[src/rtl/count_seq_pkg.sv]
// rtl/count_seq_pkg.sv - shared types and defaults for the count sequencer
// Contents:
//   STATE_W        width of the sequencer state encoding
//   DEF_W          default counter/limit width
//   DEF_PRESCALE_W default prescale field width (COUNT_SEQ_PRESCALE_EN builds)
//   state_t        IDLE / LOAD / RUN / PAUSE
package count_seq_pkg;
  localparam int STATE_W        = 2;
  localparam int DEF_W          = 4;
  localparam int DEF_PRESCALE_W = 4;

  typedef enum logic [STATE_W-1:0] {
    IDLE  = 2'd0,
    LOAD  = 2'd1,
    RUN   = 2'd2,
    PAUSE = 2'd3
  } state_t;
endpackage

[src/rtl/count_seq_prescaler.sv]
// rtl/count_seq_prescaler.sv - tick divider for the count sequencer
// Built only when COUNT_SEQ_PRESCALE_EN is defined.
// Ports:
//   clk, reset  clock, asynchronous active-high reset
//   clear       return the divider to 0 (sequencer LOAD cycle)
//   enable      advance the divider this cycle; low freezes it
//   value       divide ratio minus one: tick every value+1 enabled clocks
//   tick        high on the enabled cycle where the divider wraps
`ifdef COUNT_SEQ_PRESCALE_EN
module count_seq_prescaler #(
  parameter int PW = 4
) (
  input  logic          clk,
  input  logic          reset,
  input  logic          clear,
  input  logic          enable,
  input  logic [PW-1:0] value,
  output logic          tick
);
  logic [PW-1:0] cnt;

  assign tick = enable && (cnt == value);

  always_ff @(posedge clk or posedge reset) begin
    if (reset) begin
      cnt <= '0;
    end else if (clear) begin
      cnt <= '0;
    end else if (enable) begin
      cnt <= tick ? '0 : cnt + 1'b1;
    end
  end
endmodule
`endif

[src/rtl/count_sequencer.sv]
// rtl/count_sequencer.sv - control FSM and up-counter for a load/run/pause/stop sequence
// Optional feature macro: COUNT_SEQ_PRESCALE_EN (adds prescale port and tick divider).
// Ports:
//   clk, reset   clock, asynchronous active-high reset
//   start        begin a run (IDLE only); stop aborts and wins over start/pause
//   pause        level; holds the count while high
//   auto_reload  1 = periodic, 0 = one-shot; captured at start
//   load_val     terminal value L; captured at start
//   prescale     tick every prescale+1 clocks (macro builds only)
//   count        current count
//   busy         high in LOAD/RUN/PAUSE
//   done         one-cycle pulse after the count reaches L
module count_sequencer
  import count_seq_pkg::*;
#(
  parameter int W = DEF_W
`ifdef COUNT_SEQ_PRESCALE_EN
  ,
  parameter int PRESCALE_W = DEF_PRESCALE_W
`endif
) (
  input  logic                  clk,
  input  logic                  reset,
  input  logic                  start,
  input  logic                  stop,
  input  logic                  pause,
  input  logic                  auto_reload,
  input  logic [W-1:0]          load_val,
`ifdef COUNT_SEQ_PRESCALE_EN
  input  logic [PRESCALE_W-1:0] prescale,
`endif
  output logic [W-1:0]          count,
  output logic                  busy,
  output logic                  done
);
  state_t       state;
  logic [W-1:0] limit;
  logic         mode;
  logic         advance;
  logic         tick;

  // Counting proceeds in RUN, and also on the edge that leaves PAUSE, so a
  // pause costs exactly one tick per cycle that pause was sampled high.
  assign advance = ((state == RUN) || (state == PAUSE)) && !pause && !stop;

`ifdef COUNT_SEQ_PRESCALE_EN
  logic [PRESCALE_W-1:0] prescale_q;

  always_ff @(posedge clk or posedge reset) begin
    if (reset) begin
      prescale_q <= '0;
    end else if (state == IDLE && start && !stop) begin
      prescale_q <= prescale;
    end
  end

  count_seq_prescaler #(.PW(PRESCALE_W)) u_prescaler (
    .clk    (clk),
    .reset  (reset),
    .clear  (state == LOAD),
    .enable (advance),
    .value  (prescale_q),
    .tick   (tick)
  );
`else
  assign tick = advance;
`endif

  always_ff @(posedge clk or posedge reset) begin
    if (reset) begin
      state <= IDLE;
      count <= '0;
      busy  <= 1'b0;
      done  <= 1'b0;
      limit <= '0;
      mode  <= 1'b0;
    end else begin
      done <= 1'b0;
      unique case (state)
        IDLE: begin
          if (start && !stop) begin
            state <= LOAD;
            limit <= load_val;
            mode  <= auto_reload;
            count <= '0;
            busy  <= 1'b1;
          end
        end
        LOAD: begin
          if (stop) begin
            state <= IDLE;
            busy  <= 1'b0;
          end else begin
            state <= RUN;
          end
        end
        RUN, PAUSE: begin
          if (stop) begin
            state <= IDLE;
            busy  <= 1'b0;
          end else if (pause) begin
            state <= PAUSE;
          end else begin
            state <= RUN;
            if (tick) begin
              if (count != limit) begin
                count <= count + 1'b1;
              end else begin
                done <= 1'b1;
                if (mode) begin
                  count <= '0;
                end else begin
                  // one-shot: count holds at L in IDLE
                  state <= IDLE;
                  busy  <= 1'b0;
                end
              end
            end
          end
        end
        default: state <= IDLE;
      endcase
    end
  end
endmodule

[config.mk]
export PLATFORM = sky130hd
export DESIGN_NAME = count_sequencer
export DESIGN_NICKNAME = d
export VERILOG_FILES = /design/src/rtl/count_seq_pkg.sv /design/src/rtl/count_seq_prescaler.sv /design/src/rtl/count_sequencer.sv
export SDC_FILE = /design/constraint.sdc
export NUM_CORES = 1
export LEC_CHECK = 0
export ABC_CLOCK_PERIOD_IN_PS = 1450
export CAP_MARGIN = 15
export CORE_UTILIZATION = 43
export DETAILED_ROUTE_END_ITERATION = 10
export GPL_TIMING_DRIVEN = 0
export PLACE_DENSITY_LB_ADDON = 0.2
export SYNTH_ARGS = -nofsm -noshare
export SYNTH_HDL_FRONTEND = slang
export SYNTH_SLANG_ARGS = --single-unit
[constraint.sdc]
create_clock -name clk -period 1.45 [get_ports clk]
set_input_delay 0.29 -clock clk [delete_from_list [all_inputs] [get_ports clk]]
set_output_delay 0.29 -clock clk [all_outputs]
set_load 0.03 [all_outputs]
== Yosys cells after proc, flatten, opt, wreduce, memory -nomap -nowiden ==
Cells that the tools add are included.

* Add/subtract/negate cells: 1
* Equality and inequality tests: 14
* Muxes and demuxes: 28
* Reduce and logical (&&, ||, !) cells: 12

{| class="wikitable"
|+ Operators by type and width
! operator !! count
|-
| $mux W4 || 6
|-
| $ne A3 B3 Y1 const B || 5
|-
| $mux W2 || 7
|-
| $mux W1 || 12
|-
| $reduce_and A6 Y1 || 2
|-
| $ne A2 B2 Y1 const B || 5
|-
| $pmux W4 S2 || 1
|-
| $pmux W2 S3 || 1
|-
| $add A4 B1 Y4 const B || 1
|-
| $eq A2 B2 Y1 const B || 2
|-
| $ne A4 B4 Y1 || 1
|-
| $logic_and A1 B1 Y1 || 3
|-
| $pmux W1 S3 || 1
|-
| $eq A2 B1 Y1 const B || 1
|-
| $logic_not A1 Y1 || 2
|-
| $logic_not A2 Y1 || 1
|-
| $reduce_and A2 Y1 || 1
|-
| $reduce_bool A2 Y1 || 1
|-
| $reduce_or A2 Y1 || 1
|-
| $logic_or A1 B1 Y1 || 1
|}

* Register bits: 13
* Output and inout port bits: 6
* Word-level logic and storage cells: 61

== Longest topological paths before layout ==
Gate-level depths: netlist of run 1.

* Depth in word-level cells: 8
* Depth in mapped cells: 5
* Depth with buffers taken out: 4

== Least setup slack after synthesis of run 1 ==
Ideal clock, no wire load.

* Path type: reg2reg
* From: register count[0]
* To: register count[0]
* Data arrival time: 1,374 ps
* Data required time: 1,363 ps
* Setup slack: -10 ps
* Stages on the path, launching flop included: 5
* Path buffers: 0
* Clock period less this slack: 1,460 ps
* Path through: dfrtp_1 xnor2_1 nand4_2 or2_1 o211ai_1

* Word-level cells in the longest chain between the ends: 6

{| class="wikitable"
|+ Ends and longest elaborated chain
! what !! RTL line !! text
|-
| start, declared || count_sequencer.sv:32 || <nowiki>output logic [W-1:0] count,</nowiki>
|-
| start signal, assigned || count_sequencer.sv:107 || <nowiki>count <= count + 1'b1;</nowiki>
|-
| $add A4 B1 Y4 or $ne A4 B4 Y1 (tied branches) || count_sequencer.sv:107, count_sequencer.sv:106 ||
|-
| $mux W4 || count_sequencer.sv:106 || <nowiki>if (count != limit) begin</nowiki>
|-
| $mux W4 || count_sequencer.sv:105 || <nowiki>if (tick) begin</nowiki>
|-
| $mux W4 || count_sequencer.sv:101 || <nowiki>end else if (pause) begin</nowiki>
|-
| $mux W4 || count_sequencer.sv:98 || <nowiki>if (stop) begin</nowiki>
|-
| $pmux W4 S2 || count_sequencer.sv:79 || <nowiki>unique case (state)</nowiki>
|}

Several ways; a longest one is shown, not always the timed one. The select of a mux whose other input is x is not followed.
A chain may end at the register's enable or synchronous reset.

== Worst setup path in the final report of run 1 ==
* From: register count[2]
* To: output count[2]

No word-level cell between the ends.

==> report_table.html, run 1 <==
<table>
<tr><th>Metric</th><th>Value</th></tr>
<tr><th colspan="2">Detailed routing</th></tr>
<tr><td>Drt via density</td><td>5.53</td></tr>
<tr><td>DRC marker count from the first detailed-route iteration</td><td>8</td></tr>
<tr><td>Vias after detailed routing</td><td>575</td></tr>
<tr><td>Initial DRT Pass Iterations</td><td>2</td></tr>
<tr><td>Routed wire length</td><td>1.39 mm</td></tr>
<tr><td>Drt drc</td><td>0</td></tr>
<tr><td>Wirelength per Cell</td><td>13.4 um</td></tr>
<tr><td>Number of nets with antenna violations after routing</td><td>0</td></tr>
<tr><th colspan="2">Critical path</th></tr>
<tr><td>CP Launch Type</td><td>register</td></tr>
<tr><td>Crit path cell chain</td><td>dlygate4sd2_1</td></tr>
<tr><td>Cell class contributing the biggest share of worst-path delay</td><td>flip-flops</td></tr>
<tr><td>Standard cell with the maximum stage delay on the critical path</td><td>sky130_fd_sc_hd__dfrtp_2</td></tr>
<tr><td>Type of destination of the critical path</td><td>output pin</td></tr>
<tr><td>Type of the worst setup path</td><td>register to output pin</td></tr>
<tr><td>R2r setup slk</td><td>50 ps</td></tr>
<tr><td>CP arrival</td><td>1140 ps</td></tr>
<tr><td>Worst stage delay on the critical path</td><td>450 ps</td></tr>
<tr><td>Data required time of the critical path</td><td>1160 ps</td></tr>
<tr><td>Critical path fanouts, max</td><td>7</td></tr>
<tr><td>Combined buffer and inverter count along the critical path</td><td>1</td></tr>
<tr><th colspan="2">Clock tree</th></tr>
<tr><td>Root Buffer</td><td>sky130_fd_sc_hd__clkbuf_4</td></tr>
<tr><td>Skew-Pair Late Insertion Delay</td><td>280 ps</td></tr>
<tr><td>Hold buffer count at CTS</td><td>0</td></tr>
<tr><td>Clock tree from TritonCTS</td><td>yes</td></tr>
<tr><td>CTS sink count</td><td>13</td></tr>
<tr><td>TritonCTS buffer count</td><td>3</td></tr>
<tr><td>Clock slew at reported path FFs</td><td>80 ps</td></tr>
<tr><td>CTS H-Tree Depth</td><td>1</td></tr>
<tr><td>Buffer levels on the longest clock path</td><td>2</td></tr>
<tr><th colspan="2">Global routing</th></tr>
<tr><td>Via count of the first global-routing pass</td><td>516</td></tr>
<tr><td>Maximum number of pins on one net before global-route repair</td><td>14</td></tr>
<tr><td>Global-route wire length before repair</td><td>2.28 mm</td></tr>
<tr><td>Antenna violations before repair</td><td>0</td></tr>
<tr><td>Global-route total usage across every layer</td><td>16.5%</td></tr>
<tr><td>Sum of overflow across all layers after global routing</td><td>0</td></tr>
<tr><th colspan="2">STA</th></tr>
<tr><td>Max Clock Skew</td><td>3.52 ps</td></tr>
<tr><td>Count of final setup violators</td><td>0</td></tr>
<tr><td>Maximum clock rate</td><td>0.698 GHz</td></tr>
<tr><td>Rel. slew slack</td><td>66.9%</td></tr>
<tr><td>Unrepaired setup endpoints after global routing</td><td>yes</td></tr>
<tr><td>Pin slew with the least headroom to its limit</td><td>496 ps</td></tr>
<tr><td>Final clock period utilization by the worst path</td><td>98.9%</td></tr>
<tr><td>Accumulated negative setup slack</td><td>0 ps</td></tr>
<tr><td>Post-route worst hold slack</td><td>322 ps</td></tr>
<tr><td>Crit path time final</td><td>1430 ps</td></tr>
<tr><td>Number of hold violations in the final report</td><td>0</td></tr>
<tr><td>Max-slew violations</td><td>0</td></tr>
<tr><th colspan="2">Synthesis</th></tr>
<tr><td>Post-synthesis instance area</td><td>707 sq um</td></tr>
<tr><td>Yosys Warn Count</td><td>0</td></tr>
<tr><td>Total of flip-flops plus latches after synthesis</td><td>13</td></tr>
<tr><td>Synthesized net count</td><td>76</td></tr>
<tr><td>Portion of the post-synthesis area used by sequential elements</td><td>46.0%</td></tr>
<tr><td>Library cells used by synthesis</td><td>27</td></tr>
<tr><td>Cell count after synthesis</td><td>65</td></tr>
<tr><td>Mean post-synth cell area</td><td>10.9 sq um</td></tr>
<tr><th colspan="2">Cells and area</th></tr>
<tr><td>Commonest cells after routing, fill and taps aside</td><td>10 x sky130_fd_sc_hd__dfrtp_1, 8 x sky130_fd_sc_hd__clkdlybuf4s50_1, 7 x sky130_fd_sc_hd__nand2_1</td></tr>
<tr><td>Fillers</td><td>124</td></tr>
<tr><td>Final non-filler cell area</td><td>965 sq um</td></tr>
<tr><td>Synthesis-to-finish area growth</td><td>36.5%</td></tr>
<tr><td>NumNets Final</td><td>100</td></tr>
<tr><td>Layout cells sized above 1</td><td>26.1%</td></tr>
<tr><td>Most common library cell in the layout ignoring fill and taps</td><td>sky130_fd_sc_hd__dfrtp_1</td></tr>
<tr><td>Number of diodes added for antenna fixing</td><td>0</td></tr>
<tr><th colspan="2">Place</th></tr>
<tr><td>Total of buffers placed on input and output ports</td><td>15</td></tr>
<tr><td>Detailed placement HPWL</td><td>967 um</td></tr>
<tr><td>Final GP Congestion</td><td>0.729</td></tr>
<tr><td>Total cell area at the placement stage</td><td>881 sq um</td></tr>
<tr><th colspan="2">Floorplanning</th></tr>
<tr><td>Vert. Die Dim</td><td>42.5 um</td></tr>
<tr><td>Num rows</td><td>14</td></tr>
<tr><td>Total I/O pin count</td><td>16</td></tr>
<tr><td>Core region area</td><td>1520 sq um</td></tr>
<tr><td>X dimension of the die</td><td>42.5 um</td></tr>
<tr><td>Area enclosed by the die boundary</td><td>1810 sq um</td></tr>
<tr><td>Effective utilization at floorplan</td><td>46.4%</td></tr>
<tr><th colspan="2">Pwr</th></tr>
<tr><td>LEAKAGE</td><td>0.419 nW</td></tr>
<tr><td>Power per cell area</td><td>1270 nW/um^2</td></tr>
<tr><td>Worst VDD drop</td><td>0.777 mV</td></tr>
<tr><th colspan="2">Status</th></tr>
<tr><td>Status</td><td>finished clean</td></tr>
<tr><th colspan="2">Job</th></tr>
<tr><td>Maximum Capacitance Violations</td><td>0</td></tr>
<tr><th colspan="2">Min path</th></tr>
<tr><td>Class of the tightest hold or removal check</td><td>primary input to async pin</td></tr>
</table>
## state kept, by name, summed over array words and instances (netlist names)
| register | cells |
|---|---|
| done | 1 |
| count | 4 |
| busy | 1 |
| limit | 4 |
| mode | 1 |
| state | 2 |
## layout make-up
cell class,instances,area (sq um),area share [%]
sequential,13,329,34.1
multi-input combinational,49,398,41.2
timing repair buffer,19,176,18.3
buffer,1,7.51,0.778
tap,16,20.0,2.08
inverter,2,7.51,0.778
clock buffer,4,26.3,2.72
## worst paths after layout
path / end / start / depth (start not counted)
setup reg to reg: state[1] / count[0] / 4
hold / removal: mode / reset / 2
max in group asynchronous: count[1] / reset / 2
hold reg to reg: limit[3] / limit[3] / 1
min in group clk: limit[3] / limit[3] / 1
setup / recovery: count[2] / count[2] / 1
## metal layers
layer	GRT usage, %	routed length, um	vias to the layer above
li1	-	-	280
met1	22.9	636	282
met2	25.2	695	11
met3	2.59	38	2
met4	7.50	18	0
met5	0	0	-
## power by group
part	switching [mW]	internal, mW	total, mW
sequential	0.106	0.443	0.549
combinational	0.219	0.225	0.444
clock	0.123	0.107	0.230
## cell usage after synthesis
cell	number	area, sq um
sky130_fd_sc_hd__dfrtp_1	13	325
sky130_fd_sc_hd__nand2_1	7	26.3
sky130_fd_sc_hd__mux2_2	5	56.3
sky130_fd_sc_hd__o211ai_1	4	30.0
sky130_fd_sc_hd__xnor2_1	4	35.0
sky130_fd_sc_hd__nand3_1	3	15.0
sky130_fd_sc_hd__nor2_1	3	11.3
sky130_fd_sc_hd__nor2b_1	3	18.8
sky130_fd_sc_hd__inv_1	2	7.51
sky130_fd_sc_hd__nand4b_1	2	17.5
sky130_fd_sc_hd__o21ai_0	2	10.0
sky130_fd_sc_hd__or2_1	2	12.5
sky130_fd_sc_hd__a211o_1	1	8.76
sky130_fd_sc_hd__a21boi_0	1	7.51
sky130_fd_sc_hd__a21o_1	1	7.51
sky130_fd_sc_hd__buf_2	1	5.00
sky130_fd_sc_hd__ha_1	1	12.5
sky130_fd_sc_hd__nand3b_1	1	7.51
sky130_fd_sc_hd__nand4_1	1	6.26
sky130_fd_sc_hd__nand4_2	1	12.5
sky130_fd_sc_hd__nor2_2	1	6.26
sky130_fd_sc_hd__nor3_1	1	5.00
sky130_fd_sc_hd__nor3b_2	1	12.5
sky130_fd_sc_hd__nor4b_1	1	8.76
sky130_fd_sc_hd__nor4b_4	1	23.8
sky130_fd_sc_hd__o41a_1	1	11.3
sky130_fd_sc_hd__or3_1	1	6.26
## stage by stage
| stage | setup slack, ps | power (mW) | util [%] | instances |
|---|---|---|---|---|
| final | 16.6 | 1.22 | 63.3 | 104 |
| after floorplan | 41.2 | 0.802 | - | 65 |
| after global placement | -496 | 0.949 | 57.8 | 96 |
| after global routing | -6.95 | 1.28 | 63.3 | 104 |
| after detailed placement | -486 | 0.957 | 57.8 | 96 |
| after CTS | 27.9 | 1.18 | 60.4 | 103 |
## repair_timing
action,4_1_cts,5_1_grt
gates resized for setup,7,7
setup endpoints to repair,15,4
setup buffers,3,1
pin swaps,2,3
hold endpoints to repair,0,0
## logic make-up after synthesis
family	after synthesis	synth area share (%)
and+or+nand+nor	29	26.9
DFF	13	46.0
AOI/OAI and AO/OA	10	10.6
muxes	5	7.96
xor gates and xnor gates	4	4.96
buffers and inverters	3	1.77
adders and majority gates	1	1.77
No activity file was read; power rests on OpenSTA's default activity.
==> inputs of run 2 (changes only) <==
Settings changed: CORE_UTILIZATION 43 to 40, SLEW_MARGIN set to 5.
==> report_table.html, run 2 (synthesis gave the netlist of run 1 again) <==
<table>
<tr><th>Metric</th><th>Value</th></tr>
<tr><th colspan="2">Global routing</th></tr>
<tr><td>Sum of overflow across all layers after global routing</td><td>0 (unchanged)</td></tr>
<tr><td>Global-route total usage across every layer</td><td>17.2% (was 16.5%)</td></tr>
<tr><td>Global-route wire length before repair</td><td>2.40 mm (was 2.28 mm)</td></tr>
<tr><td>Maximum number of pins on one net before global-route repair</td><td>14 (unchanged)</td></tr>
<tr><td>Antenna violations before repair</td><td>0 (unchanged)</td></tr>
<tr><td>Via count of the first global-routing pass</td><td>533 (was 516)</td></tr>
<tr><th colspan="2">Cells and area</th></tr>
<tr><td>Synthesis-to-finish area growth</td><td>35.2% (was 36.5%)</td></tr>
<tr><td>Commonest cells after routing, fill and taps aside</td><td>9 x sky130_fd_sc_hd__dfrtp_1, 8 x sky130_fd_sc_hd__clkdlybuf4s50_1, 7 x sky130_fd_sc_hd__nand2_1 (was 10 x sky130_fd_sc_hd__dfrtp_1, 8 x sky130_fd_sc_hd__clkdlybuf4s50_1, 7 x sky130_fd_sc_hd__nand2_1)</td></tr>
<tr><td>FF+latch area</td><td>330 sq um (was 329 sq um)</td></tr>
<tr><td>Fin cells</td><td>103 (was 104)</td></tr>
<tr><td>NumNets Final</td><td>99 (was 100)</td></tr>
<tr><td>Number of diodes added for antenna fixing</td><td>0 (unchanged)</td></tr>
<tr><td>Fraction of the core area covered by cells at the end of the flow</td><td>60.6% (was 63.3%)</td></tr>
<tr><td>Most common library cell in the layout ignoring fill and taps</td><td>sky130_fd_sc_hd__dfrtp_1 (unchanged)</td></tr>
<tr><td>Layout cells sized above 1</td><td>27.6% (was 26.1%)</td></tr>
<tr><td>Total area of multi-input combinational cells</td><td>412 sq um (was 398 sq um)</td></tr>
<tr><td>Fillers</td><td>150 (was 124)</td></tr>
<tr><td>Top flop regs</td><td>count: 4 flops, limit: 4 flops, state: 2 flops (unchanged)</td></tr>
<tr><th colspan="2">Clock tree</th></tr>
<tr><td>CTS H-Tree Depth</td><td>1 (unchanged)</td></tr>
<tr><td>Root Buffer</td><td>sky130_fd_sc_hd__clkbuf_4 (unchanged)</td></tr>
<tr><td>Clock tree from TritonCTS</td><td>yes (unchanged)</td></tr>
<tr><td>Clock slew at reported path FFs</td><td>80 ps (about the same)</td></tr>
<tr><td>Skew-Pair Late Insertion Delay</td><td>270 ps (was 280 ps)</td></tr>
<tr><td>Hold buffer count at CTS</td><td>0 (unchanged)</td></tr>
<tr><td>TritonCTS buffer count</td><td>3 (unchanged)</td></tr>
<tr><td>Buffer levels on the longest clock path</td><td>2 (unchanged)</td></tr>
<tr><td>CTS sink count</td><td>13 (unchanged)</td></tr>
<tr><th colspan="2">Place</th></tr>
<tr><td>Detailed placement HPWL</td><td>945 um (was 967 um)</td></tr>
<tr><td>Instance count after placement with tap cells included</td><td>96 (unchanged)</td></tr>
<tr><td>Total of buffers placed on input and output ports</td><td>15 (unchanged)</td></tr>
<tr><td>Setup slack after placement</td><td>-496 ps (was -486 ps)</td></tr>
<tr><td>Final GP Congestion</td><td>0.713 (was 0.729)</td></tr>
<tr><th colspan="2">Critical path</th></tr>
<tr><td>R2r setup slk</td><td>60 ps (was 50 ps)</td></tr>
<tr><td>Critical path destination</td><td>count[1] (was count[2])</td></tr>
<tr><td>Worst reg-to-reg path cell count</td><td>4 (unchanged)</td></tr>
<tr><td>Cell depth of the worst setup path</td><td>1 (unchanged)</td></tr>
<tr><td>CP Launch Type</td><td>register (unchanged)</td></tr>
<tr><td>Type of destination of the critical path</td><td>output pin (unchanged)</td></tr>
<tr><td>FF-to-FF Start</td><td>count[0] (unchanged)</td></tr>
<tr><td>Data required time of the critical path</td><td>1160 ps (about the same)</td></tr>
<tr><td>Combined buffer and inverter count along the critical path</td><td>1 (unchanged)</td></tr>
<tr><td>Terminus of the critical flop-to-flop path</td><td>count[3] (was state[1])</td></tr>
<tr><td>Standard cell with the maximum stage delay on the critical path</td><td>sky130_fd_sc_hd__dfrtp_2 (unchanged)</td></tr>
<tr><td>Worst stage delay on the critical path</td><td>430 ps (was 450 ps)</td></tr>
<tr><td>CP arrival</td><td>1120 ps (was 1140 ps)</td></tr>
<tr><td>Crit path cell chain</td><td>dlygate4sd2_1 (unchanged)</td></tr>
<tr><td>Cell class contributing the biggest share of worst-path delay</td><td>flip-flops (unchanged)</td></tr>
<tr><td>Critical path fanouts, max</td><td>6 (was 7)</td></tr>
<tr><td>Worst setup path startpoint</td><td>count[1] (was count[2])</td></tr>
<tr><td>Type of the worst setup path</td><td>register to output pin (unchanged)</td></tr>
<tr><th colspan="2">Min path</th></tr>
<tr><td>Class of the tightest hold or removal check</td><td>primary input to async pin (unchanged)</td></tr>
<tr><th colspan="2">STA</th></tr>
<tr><td>Unrepaired setup endpoints after global routing</td><td>yes (unchanged)</td></tr>
<tr><td>Crit path time final</td><td>1410 ps (was 1430 ps)</td></tr>
<tr><td>Post-route setup slack</td><td>43.1 ps (was 16.6 ps)</td></tr>
<tr><td>Post-route worst hold slack</td><td>326 ps (was 322 ps)</td></tr>
<tr><td>Count of final setup violators</td><td>0 (unchanged)</td></tr>
<tr><td>Max Clock Skew</td><td>3.70 ps (was 3.52 ps)</td></tr>
<tr><td>Rel. slew slack</td><td>67.4% (was 66.9%)</td></tr>
<tr><td>Final clock period utilization by the worst path</td><td>97.0% (was 98.9%)</td></tr>
<tr><td>Max-slew violations</td><td>0 (unchanged)</td></tr>
<tr><td>Maximum clock rate</td><td>0.711 GHz (was 0.698 GHz)</td></tr>
<tr><td>Number of hold violations in the final report</td><td>0 (unchanged)</td></tr>
<tr><td>Pin slew with the least headroom to its limit</td><td>488 ps (was 496 ps)</td></tr>
<tr><th colspan="2">Floorplanning</th></tr>
<tr><td>Core region area</td><td>1580 sq um (was 1520 sq um)</td></tr>
<tr><td>X dimension of the die</td><td>44.0 um (was 42.5 um)</td></tr>
<tr><td>Vert. Die Dim</td><td>44.0 um (was 42.5 um)</td></tr>
<tr><td>Effective utilization at floorplan</td><td>44.8% (was 46.4%)</td></tr>
<tr><td>Area enclosed by the die boundary</td><td>1940 sq um (was 1810 sq um)</td></tr>
<tr><td>Num rows</td><td>14 (unchanged)</td></tr>
<tr><td>Total I/O pin count</td><td>16 (unchanged)</td></tr>
<tr><th colspan="2">Status</th></tr>
<tr><td>Status</td><td>finished clean (unchanged)</td></tr>
<tr><th colspan="2">Detailed routing</th></tr>
<tr><td>Drt via density</td><td>5.78 (was 5.53)</td></tr>
<tr><td>Number of nets with antenna violations after routing</td><td>0 (unchanged)</td></tr>
<tr><td>DRC marker count from the first detailed-route iteration</td><td>14 (was 8)</td></tr>
<tr><td>Routed wire length</td><td>1.34 mm (was 1.39 mm)</td></tr>
<tr><td>Wirelength per Cell</td><td>13.0 um (was 13.4 um)</td></tr>
<tr><td>Initial DRT Pass Iterations</td><td>4 (was 2)</td></tr>
<tr><td>Drt drc</td><td>0 (unchanged)</td></tr>
<tr><td>Vias after detailed routing</td><td>595 (was 575)</td></tr>
<tr><th colspan="2">Job</th></tr>
<tr><td>Maximum Capacitance Violations</td><td>0 (unchanged)</td></tr>
<tr><th colspan="2">Pwr</th></tr>
<tr><td>Power per cell area</td><td>1280 nW/um^2 (was 1270 nW/um^2)</td></tr>
<tr><td>LEAKAGE</td><td>0.409 nW (was 0.419 nW)</td></tr>
<tr><td>Total power draw</td><td>1.23 mW (was 1.22 mW)</td></tr>
<tr><td>Worst VDD drop</td><td>0.652 mV (was 0.777 mV)</td></tr>
</table>
-- run 2: final cells by class --
cell class / count / area share, %
multi-input combinational: 50 / 43.1
sequential: 13 / 34.6
timing repair buffer: 17 / 16.2
clock buffer: 4 / 2.75
tap: 16 / 2.09
inverter: 2 / 0.785
buffer: 1 / 0.524
-- run 2: timing repair --
item / 4_1_cts / 5_1_grt
buffers inserted: 2 / 0
pin swaps: 2 / 0
cloned: 1 / 0
gates resized for setup: 8 / 9
setup endpoints to repair: 15 / 8
-- run 2: power by group --
part           total [mW]  internal (mW)  leakage [nW]  switching (mW)
logic               0.450          0.216         0.235           0.234
registers           0.556          0.446         0.159           0.110
clock network       0.221          0.107        0.0150           0.114
-- run 2: routing by layer --
layer / vias to the layer above / global-route usage, % / wire, um
met1: 272 / 23.8 / 632
met2: 30 / 24.4 / 611
li1: 289 / - / -
met3: 4 / 3.67 / 76
met5: - / 0 / 0
met4: 0 / 10.9 / 23
-- run 2: worst min-delay path by stage --
stage,from,slack [ps],endpoint
after floorplan,reset,170,busy
after global placement,limit[1],510,limit[1]
after detailed placement,limit[3],520,limit[3]
after CTS,reset,340,count[3]
after global routing,reset,430,limit[2]
final,reset,330,state[0]
-- run 2: through the flow --
| stage | TNS (ps) | cell area [sq um] |
|---|---|---|
| after floorplan | 0 | 711 |
| after global placement | -3970 | 881 |
| after detailed placement | -4060 | 881 |
| after CTS | 0 | 927 |
| after global routing | -19.3 | 956 |
| final | 0 | 956 |
